File: src/rtl/hazard_stall_ctrl_pkg.sv
// Shared types and helpers for the pipeline hazard/stall controller.
// States, the R15 index and the per-source RAW match function live here.
package hazard_stall_ctrl_pkg;

  typedef enum logic [1:0] {
    StInit    = 2'd0,
    StRun     = 2'd1,
    StMemWait = 2'd2
  } state_e;

  // R15 is the PC; reading it never depends on an in-flight writeback.
  localparam logic [3:0] RegPc = 4'hF;

  // One source operand against one producing stage.
  function automatic logic src_hit(input logic [3:0] src,
                                   input logic       src_v,
                                   input logic [3:0] dest,
                                   input logic       wb_en);
    return src_v && (src != RegPc) && (src == dest) && wb_en;
  endfunction

endpackage

File: src/rtl/hazard_stall_ctrl_hazard_detect.sv
// Combinational RAW hazard detector for the ID-stage instruction.
// Build option FWD_UNIT_EN: when defined, only EXE load-use hazards stall
// (a forwarding unit covers everything else); otherwise any EXE/MEM match stalls.
module hazard_stall_ctrl_hazard_detect
  import hazard_stall_ctrl_pkg::*;
(
  input  logic [3:0] id_src1_i,
  input  logic       id_src1_v_i,
  input  logic [3:0] id_src2_i,
  input  logic       id_two_src_i,
  input  logic [3:0] exe_dest_i,
  input  logic       exe_wb_en_i,
  input  logic       exe_mem_r_en_i,
  input  logic [3:0] mem_dest_i,
  input  logic       mem_wb_en_i,
  output logic       hazard_o
);

  logic exe_hit;
  logic mem_hit;
  logic unused_fwd;

  // Match both sources against each producing stage.
  always_comb begin
    exe_hit = src_hit(id_src1_i, id_src1_v_i, exe_dest_i, exe_wb_en_i) ||
              src_hit(id_src2_i, id_two_src_i, exe_dest_i, exe_wb_en_i);
    mem_hit = src_hit(id_src1_i, id_src1_v_i, mem_dest_i, mem_wb_en_i) ||
              src_hit(id_src2_i, id_two_src_i, mem_dest_i, mem_wb_en_i);
  end

`ifdef FWD_UNIT_EN
  // Only a load in EXE cannot be forwarded in time.
  assign hazard_o   = exe_mem_r_en_i && exe_hit;
  assign unused_fwd = mem_hit;
`else
  assign hazard_o   = exe_hit || mem_hit;
  assign unused_fwd = exe_mem_r_en_i;
`endif

endmodule

File: src/rtl/hazard_stall_ctrl.sv
// Enable/clear control for the 5-stage pipeline registers.
// Handles RAW stalls, taken-branch flushes, data-memory freezes, a one-cycle
// post-reset flush, a saturating stall counter and a sticky memory timeout flag.
// Build option FWD_UNIT_EN selects load-use-only hazard detection.
module hazard_stall_ctrl
  import hazard_stall_ctrl_pkg::*;
#(
  parameter int unsigned CNT_W       = 16,
  parameter int unsigned MEM_TIMEOUT = 255
) (
  input  logic             clk,
  input  logic             rst,
  input  logic [3:0]       id_src1,
  input  logic             id_src1_v,
  input  logic [3:0]       id_src2,
  input  logic             id_two_src,
  input  logic [3:0]       exe_dest,
  input  logic             exe_wb_en,
  input  logic             exe_mem_r_en,
  input  logic [3:0]       mem_dest,
  input  logic             mem_wb_en,
  input  logic             branch_taken,
  input  logic             mem_req,
  input  logic             mem_ready,
  output logic             pc_en,
  output logic             ifid_en,
  output logic             ifid_flush,
  output logic             idex_en,
  output logic             idex_clr,
  output logic             back_en,
  output logic [CNT_W-1:0] stall_cnt,
  output logic             mem_err
);

  localparam int unsigned      WaitW   = (MEM_TIMEOUT < 2) ? 1 : $clog2(MEM_TIMEOUT + 1);
  localparam logic [WaitW-1:0] WaitMax = WaitW'(MEM_TIMEOUT);
  localparam logic [CNT_W-1:0] CntMax  = '1;

  state_e           state_q, state_d;
  logic [WaitW-1:0] wait_q, wait_d;
  logic [CNT_W-1:0] cnt_q, cnt_d;
  logic             err_q, err_d;

  logic hazard;
  logic freeze_req;
  logic run_pc_en, run_ifid_en, run_ifid_flush, run_idex_en, run_idex_clr, run_back_en;

  hazard_stall_ctrl_hazard_detect u_hazard_detect (
    .id_src1_i      (id_src1),
    .id_src1_v_i    (id_src1_v),
    .id_src2_i      (id_src2),
    .id_two_src_i   (id_two_src),
    .exe_dest_i     (exe_dest),
    .exe_wb_en_i    (exe_wb_en),
    .exe_mem_r_en_i (exe_mem_r_en),
    .mem_dest_i     (mem_dest),
    .mem_wb_en_i    (mem_wb_en),
    .hazard_o       (hazard)
  );

  assign freeze_req = mem_req && !mem_ready;

  // Normal-flow decode: branch squashes ID (overriding a hazard), hazard inserts a bubble.
  always_comb begin
    run_pc_en      = 1'b1;
    run_ifid_en    = 1'b1;
    run_ifid_flush = 1'b0;
    run_idex_en    = 1'b1;
    run_idex_clr   = 1'b0;
    run_back_en    = 1'b1;
    if (branch_taken) begin
      run_ifid_flush = 1'b1;
      run_idex_clr   = 1'b1;
    end else if (hazard) begin
      run_pc_en    = 1'b0;
      run_ifid_en  = 1'b0;
      run_idex_clr = 1'b1;
    end
  end

  // Output decode from state and inputs; freeze holds every register with no clears.
  always_comb begin
    pc_en      = 1'b0;
    ifid_en    = 1'b0;
    ifid_flush = 1'b0;
    idex_en    = 1'b0;
    idex_clr   = 1'b0;
    back_en    = 1'b0;
    unique case (state_q)
      StRun, StMemWait: begin
        // In wait, the mem_ready cycle already lets the pipeline advance.
        if ((state_q == StRun && !freeze_req) || (state_q == StMemWait && mem_ready)) begin
          pc_en      = run_pc_en;
          ifid_en    = run_ifid_en;
          ifid_flush = run_ifid_flush;
          idex_en    = run_idex_en;
          idex_clr   = run_idex_clr;
          back_en    = run_back_en;
        end
      end
      default: begin
        ifid_flush = 1'b1;
        idex_clr   = 1'b1;
      end
    endcase
  end

  // Next state, wait counter, timeout flag and stall counter.
  always_comb begin
    state_d = state_q;
    wait_d  = wait_q;
    err_d   = err_q;
    cnt_d   = cnt_q;
    unique case (state_q)
      StInit: begin
        state_d = StRun;
        wait_d  = '0;
      end
      StRun: begin
        if (freeze_req) begin
          state_d = StMemWait;
          wait_d  = WaitW'(1);
        end
      end
      StMemWait: begin
        if (mem_ready) begin
          state_d = StRun;
          wait_d  = '0;
        end else if (wait_q < WaitMax) begin
          wait_d = wait_q + WaitW'(1);
        end
      end
      default: begin
        state_d = StInit;
        wait_d  = '0;
      end
    endcase
    if ((MEM_TIMEOUT != 0) && (state_d == StMemWait) && (wait_d == WaitMax)) begin
      err_d = 1'b1;
    end
    if ((state_q != StInit) && !pc_en && (cnt_q != CntMax)) begin
      cnt_d = cnt_q + CNT_W'(1);
    end
  end

  // State registers with asynchronous active-high reset.
  always_ff @(posedge clk or posedge rst) begin
    if (rst) begin
      state_q <= StInit;
      wait_q  <= '0;
      cnt_q   <= '0;
      err_q   <= 1'b0;
    end else begin
      state_q <= state_d;
      wait_q  <= wait_d;
      cnt_q   <= cnt_d;
      err_q   <= err_d;
    end
  end

  assign stall_cnt = cnt_q;
  assign mem_err   = err_q;

endmodule

File: config.mk
export PLATFORM = sky130hd
export DESIGN_NAME = hazard_stall_ctrl
export DESIGN_NICKNAME = d
export VERILOG_FILES = /design/src/rtl/hazard_stall_ctrl_pkg.sv /design/src/rtl/hazard_stall_ctrl_hazard_detect.sv /design/src/rtl/hazard_stall_ctrl.sv
export SDC_FILE = /design/constraint.sdc
export NUM_CORES = 1
export LEC_CHECK = 0
export ABC_CLOCK_PERIOD_IN_PS = 4180
export BUFFER_PORTS_ARGS = -buffer_cell sky130_fd_sc_hd__buf_2
export CORE_UTILIZATION = 31
export DETAILED_ROUTE_END_ITERATION = 12
export PLACE_DENSITY_LB_ADDON = 0.08
export SKIP_LAST_GASP = 1
export SYNTH_ARGS = -nofsm -noshare
export SYNTH_HDL_FRONTEND = slang
export SYNTH_SLANG_ARGS = --single-unit
File: constraint.sdc
create_clock -name clk -period 4.18 [get_ports clk]
set_input_delay 0.836 -clock clk [delete_from_list [all_inputs] [get_ports clk]]
set_output_delay 0.836 -clock clk [all_outputs]
set_load 0.02 [all_outputs]
==> results of run 1 <==
## power by group
group | leakage, µW | internal [µW] | total [µW] | switching (µW)
registers | 0.000362 | 310 | 359 | 48.3
logic | 0.000656 | 211 | 605 | 394
clock network | 0.0000255 | 67.0 | 154 | 87.4
## registers in the layout, summed over array words and instances, names as in the netlist
name       count
mem_err        1
state_q        2
wait_q         8
stall_cnt     16
## Yosys cell counts
library cell	instances	area [µm²]
a21o_1	1	7.51
a21oi_1	11	55.1
a21oi_4	1	16.3
a22o_1	1	8.76
a31o_2	1	8.76
a31oi_1	1	6.26
a31oi_4	1	21.3
a41o_1	1	10.0
a41oi_1	2	17.5
and2_1	6	37.5
and2_4	1	8.76
and3_1	12	75.1
and3_2	1	7.51
and3_4	1	11.3
and4_4	1	11.3
buf_2	1	5.00
buf_4	2	15.0
buf_6	2	22.5
clkbuf_1	2	7.51
dfrtp_1	27	676
ha_1	6	75.1
inv_1	9	33.8
mux2_2	1	11.3
nand2_1	15	56.3
nand2_2	1	6.26
nand2b_1	3	18.8
nand3_1	2	10.0
nand4_1	3	18.8
nor2_1	8	30.0
nor2b_1	2	12.5
nor4_1	4	25.0
o2111ai_1	5	43.8
o211ai_1	1	7.51
o211ai_2	9	113
o21ai_0	9	45.0
o21ai_1	2	10.0
o21ai_2	1	8.76
o21bai_1	2	15.0
o31ai_1	1	7.51
or2_2	1	6.26
xnor2_1	19	166
xor2_1	12	105
## worst max-delay path, delay by kind of cell (launching register included)
family | cells | cell delay (ns)
and+or+nand+nor | 2 | 0.61
DFF | 1 | 0.42
adders and majority gates | 1 | 0.24
buffers and inverters | 3 | 0.36
AOI/OAI and AO/OA | 1 | 0.46
## cell type report
type	count	area share (%)
clock inverter	1	0.228
timing repair buffer	49	11.4
clock buffer	3	1.88
inverter	9	1.54
multi-input combinational	149	50.0
sequential	27	30.8
tap	72	4.11
## through the flow
stage	util [%]	hold WS [ns]	setup slack [ns]	power (µW)
floorplan	-	0.545	1.24	829
global placement	38.0	0.472	1.01	981
detailed placement	38.0	0.485	1.06	977
CTS	38.8	0.501	0.964	1140
global route	38.8	0.531	0.748	1210
finish	38.8	0.503	0.968	1120
## cell families after synthesis
group | after synthesis
compound gates | 50
simple gates | 61
mux | 1
buf+inv | 16
xor+xnor | 31
fa+ha+maj | 6
flops | 27
## routing by layer
layer	vias up	track usage, %	part of all wire, %
li1	779	-	-
met1	712	19.8	49
met2	19	24.2	47
met3	5	1.72	2.3
met4	0	4.91	1.3
met5	-	0	0
## path summary, 6_finish.rpt
kind / start / end / slack [ns] / depth (start not counted)
setup reg to reg: state_q[1]$_DFF_PP0_ / stall_cnt[1]$_DFFE_PP0P_ / 1.74 / 7
max in group asynchronous: rst / stall_cnt[6]$_DFFE_PP0P_ / 3.31 / 3
min in group asynchronous: rst / wait_q[0]$_DFF_PP0_ / 0.60 / 3
hold / removal: stall_cnt[9]$_DFFE_PP0P_ / stall_cnt[9]$_DFFE_PP0P_ / 0.50 / 1
setup / recovery: state_q[1]$_DFF_PP0_ / pc_en / 0.97 / 7
hold reg to reg: stall_cnt[9]$_DFFE_PP0P_ / stall_cnt[9]$_DFFE_PP0P_ / 0.50 / 1
==> summary.md, run 1 <==
| Metric | Value |
|---|---|
| CTS tree | built |
| Post-Synthesis Cells | approximately 190 |
| Crit-path max cell delay | 0.46 ns |
| Core area | ~5600 µm² |
| Final-layout fill cell count | approximately 580 |
| DIE AREA | approximately 6300 µm² |
| Yosys cell types | 42 |
| Clk_lat worst skew | 0.28 ns |
| Crit path launch type | register |
| Largest family of logic cells by synthesized area | compound AO/OA/AOI/OAI gates |
| # hold bufs at CTS | 0 |
| Root Buffer | clkbuf_8 |
| Crit share post-route | between 70% and 80% |
| Sum Neg Setup Slack | 0 ns |
| Clock-pin slew on the worst setup and hold paths | 0.10 ns |
| Starting Density | about a third |
| Total GRT Usage | about 15% |
| Synth Area in Compound Gates | 21.7% |
| Power density over the cells | about 500 nW/µm² |
| # setup viols final | 0 |
| Warnings, synthesis | 0 |
| Vias in the first global route | between 1500 and 2000 |
| Tmin final | roughly 3.2 ns |
| Most frequent cells in the layout | buf_2 (47), dfrtp_1 (27), xnor2_1 (19), nand2_1 (15) |
| CTS resizes | 0 |
| Layout cells sized above 1 | a little under a third |
| Num rows | 27 |
| Clk_skew | between 0.005 and 0.006 ns |
| Adder-Cell Fraction of Synth Area | about 4.0% |
| GPL Wtd Cong | between 0.7 and 0.8 |
| Syn Std Cell Area | about 1900 µm² |
| Max-slew violations | 0 |
| Leak Pwr | ~0.0010 µW |
| Peak supply drop | 0.240 mV |
| Final hold violation count | 0 |
| Multi-input combinational cell area | between 1000 and 1500 µm² |
| Ant diodes | 0 |
| Drt pass-1 iters | 4 |
| Fin cells | slightly above 300 |
| Mux share of post-synthesis cell area | less than 1% |
| Mapped Avg Cell Area | ~9.7 µm² |
| Mapped Nets | ~220 |
| Synthesis-to-finish area growth | 18.2% |
| Crit path arrival time | roughly 2.4 ns |
| Post-Synth XOR/XNOR Area | between 10 and 15% |
| Wire per inst | ~14 µm |
| DRC Markers | 0 |
| Post-DP Area | ~2100 µm² |
| Congestion Overflow GR | 0 |
| Sequential fraction of the synthesis area | 36.4% |
| Outcome | finished, final reports clean |
| Slew Limit Headroom | 52.9% |
| Port bufs | 47 |
| Vias | approximately 1500 |
| Pin count of the biggest net entering global routing | 28 |
| DP Wirelength | ~3.2 mm |
| Fmax achieved | 311 MHz |
| Largest buffer count on any clock path | 2 |
| Critical Path Most Common Cell | inv_1 |
| Worst-margin pin slew | approximately 0.7 ns |
| Antenna Nets Post-Route | 0 |
| CTS HTree Levels | 1 |
| MaxCap Viol Count | 0 |
| Crit path max fanout | 17 |
| Sequential cell area | ~680 µm² |
| Slowest cell on the critical path | o21ai_0 |
| CP endpoint kind | primary output |
| Commonest non-fill, non-tap cell in the layout | buf_2 |
| CTS buffer count | 3 |
| Post-CTS Setup Inserts | 0 |
| Layout Nets | approximately 270 |
| Number of DRC markers in iteration 0 | 74 |
| Die Y | 79.3 µm |
| Initial antenna violation count | 0 |
| Vias per cell | 4.89 |
| Die X | 79.3 µm |
| RSZ-0062 raised after global routing | no |
| Total wire length | roughly 4.3 mm |
| Final Cell Area | around 2200 µm² |
| Clock sink count | 27 |
| Critical setup path kind | register to primary output |
| Required time worst endpoint | between 3 and 4 ns |
| # IOs | just under 50 |
| Flops & latches, synth | 27 |
| Crit-path cells | inv_1 > ha_1 > inv_1 > o21ai_0 > nand2_2 > nor2_1 > buf_2 |
| First-pass GRT wire length | a little over 7 mm |
| Simple-gate area share of the yosys netlist | around 18% |
| Hold Crit Class | register to register |
| Placed cell count | between 300 and 400 |
No activity file was read; power rests on OpenSTA's default activity.
==> run 2: changes to the inputs <==
Settings changed: ABC_CLOCK_PERIOD_IN_PS 4180 to 2800.
Clock period 4.18 ns to 2.8 ns, I/O delays scaled along.
==> summary.md, run 2 (synthesized netlist as in run 1, its figures left out) <==
| Metric | Value |
|---|---|
| Crit path arrival time | 1.94 ns (-0.44 ns) |
| Clk_skew | 0.00564 ns (+0.000106 ns) |
| MaxCap Viol Count | 0 (unchanged) |
| Crit path launch type | register |
| Max-slew violations | 0 (unchanged) |
| Congestion Overflow GR | 0 (unchanged) |
| Commonest non-fill, non-tap cell in the layout | buf_2 |
| Tmin final | ~2.5 ns |
| CP endpoint kind | primary output |
| Max FFs per register | 16 (unchanged) |
| Num rows | 27 (unchanged) |
| Largest buffer count on any clock path | 2 (unchanged) |
| # IOs | 49 (unchanged) |
| Peak supply drop | 0.352 mV (+47%) |
| Place WS | 0.447 ns (-0.616 ns) |
| Starting Density | 32.9% (unchanged) |
| Slew Limit Headroom | 60.1% (+7.2 points) |
| Root Buffer | clkbuf_8 |
| Die Y | 79.3 µm (unchanged) |
| DRC Markers | 0 (unchanged) |
| Vias in the first global route | 1580 (+3.7%) |
| Layout Nets | 274 (+1.1%) |
| CTS HTree Levels | 1 (unchanged) |
| DP Wirelength | 3.31 mm (+2.8%) |
| Layout cells sized above 1 | 31.1% (+0.45 points) |
| Crit path max fanout | 6 (-11) |
| Total GRT Usage | 14.7% (-0.042 points) |
| Hold Crit Class | primary input to async pin |
| Initial antenna violation count | 0 (unchanged) |
| Clock-pin slew on the worst setup and hold paths | 0.09 ns (about the same) |
| Crit share post-route | 89.2% |
| Ant diodes | 0 (unchanged) |
| Fmax achieved | around 400 MHz |
| Required time worst endpoint | 2.24 ns (-1.10 ns) |
| Outcome | finished, final reports clean |
| Die X | 79.3 µm (unchanged) |
| Worst-margin pin slew | 0.598 ns (-0.106 ns) |
| Util after Layout | 39.2% (+0.38 points) |
| Core area | 5640 µm² (unchanged) |
| CTS tree | built |
| RSZ-0062 raised after global routing | no |
| CTS resizes | 0 (unchanged) |
| # hold bufs at CTS | 0 (unchanged) |
| Clk_lat worst skew | 0.27 ns (about the same) |
| Final-layout fill cell count | 580 (-0.17%) |
| Sum Neg Setup Slack | 0 ns (unchanged) |
| Setup ws final | 0.301 ns (-0.667 ns) |
| Post-CTS Setup Inserts | 0 (unchanged) |
| CTS buffer count | 3 (unchanged) |
| Vias | 1550 (+2.3%) |
| GPL Wtd Cong | 0.724 (+0.25%) |
| Wire per inst | 13.8 µm (-0.24%) |
| # setup viols final | 0 (unchanged) |
| Synthesis-to-finish area growth | 19.3% |
| Drt pass-1 iters | 4 (unchanged) |
| Pin count of the biggest net entering global routing | 28 (unchanged) |
| Final hold violation count | 0 (unchanged) |
| Most frequent cells in the layout | buf_2 (47), dfrtp_1 (27), xnor2_1 (19), nand2_1 (15) |
| Antenna Nets Post-Route | 0 (unchanged) |
| Critical setup path kind | register to primary output |
| Number of DRC markers in iteration 0 | 43 (-42%) |
| DIE AREA | 6290 µm² (unchanged) |
| Port bufs | 47 (unchanged) |
| First-pass GRT wire length | 7.33 mm (+0.85%) |
| Total wire length | 4.32 mm (+0.72%) |
| Vias per cell | 4.95 (+1.3%) |
| Leak Pwr | 0.00106 µW (+1.2%) |
| Clock sink count | 27 (unchanged) |
| Power density over the cells | 767 nW/µm² (+50%) |
run 2: metal layers:
layer	wire length [µm]	share of wire, %	track usage [%]
met1	2070	48	19.4
met2	2090	48	24.7
met3	111	2.6	2.18
met4	39	0.90	3.82
met5	0	0	0
run 2: path summary, 6_finish.rpt:
| kind | startpoint | to | slack (ns) | cells after the start |
|---|---|---|---|---|
| setup / recovery | state_q[1]$_DFF_PP0_ | ifid_en | 0.30 | 8 |
| hold / removal | rst | stall_cnt[0]$_DFFE_PP0P_ | 0.34 | 3 |
| setup reg to reg | stall_cnt[0]$_DFFE_PP0P_ | stall_cnt[1]$_DFFE_PP0P_ | 0.42 | 7 |
| hold reg to reg | stall_cnt[9]$_DFFE_PP0P_ | stall_cnt[9]$_DFFE_PP0P_ | 0.49 | 1 |
| max in group asynchronous | rst | stall_cnt[1]$_DFFE_PP0P_ | 2.20 | 3 |
| min in group clk | stall_cnt[9]$_DFFE_PP0P_ | stall_cnt[9]$_DFFE_PP0P_ | 0.49 | 1 |
run 2: worst max-delay path, cell delays in order (launching register included):
cell and delay [ns]:
dfrtp_1 0.42, inv_1 0.09, ha_1 0.24, inv_1 0.09, o21ai_0 0.18, buf_4 0.16, nand2_2 0.12, nor2_1 0.18
buf_2 0.18
run 2: per-stage QoR:
stage               power [µW]  cells  area (µm²)  hold slack (ns)
finish                    1700    313        2210            0.340
global route              1830    313        2210            0.377
CTS                       1730    313        2210            0.348
detailed placement        1490    309        2170            0.476
global placement          1500    309        2170            0.476
floorplan                 1240    192        1850            0.545
run 2: final cells by class:
cell class	count	area, µm²	area share (%)
Clock buffer	4	45.0	2.04
Timing Repair Buffer	52	273	12.3
Sequential cell	27	676	30.5
Inverter	9	33.8	1.53
Tap cell	72	90.1	4.07
Multi-Input combinational cell	149	1090	49.5
run 2: power breakdown:
group,internal (µW),switching [µW],total [µW]
registers,463,71.4,535
clock network,102,117,219
logic,342,600,942
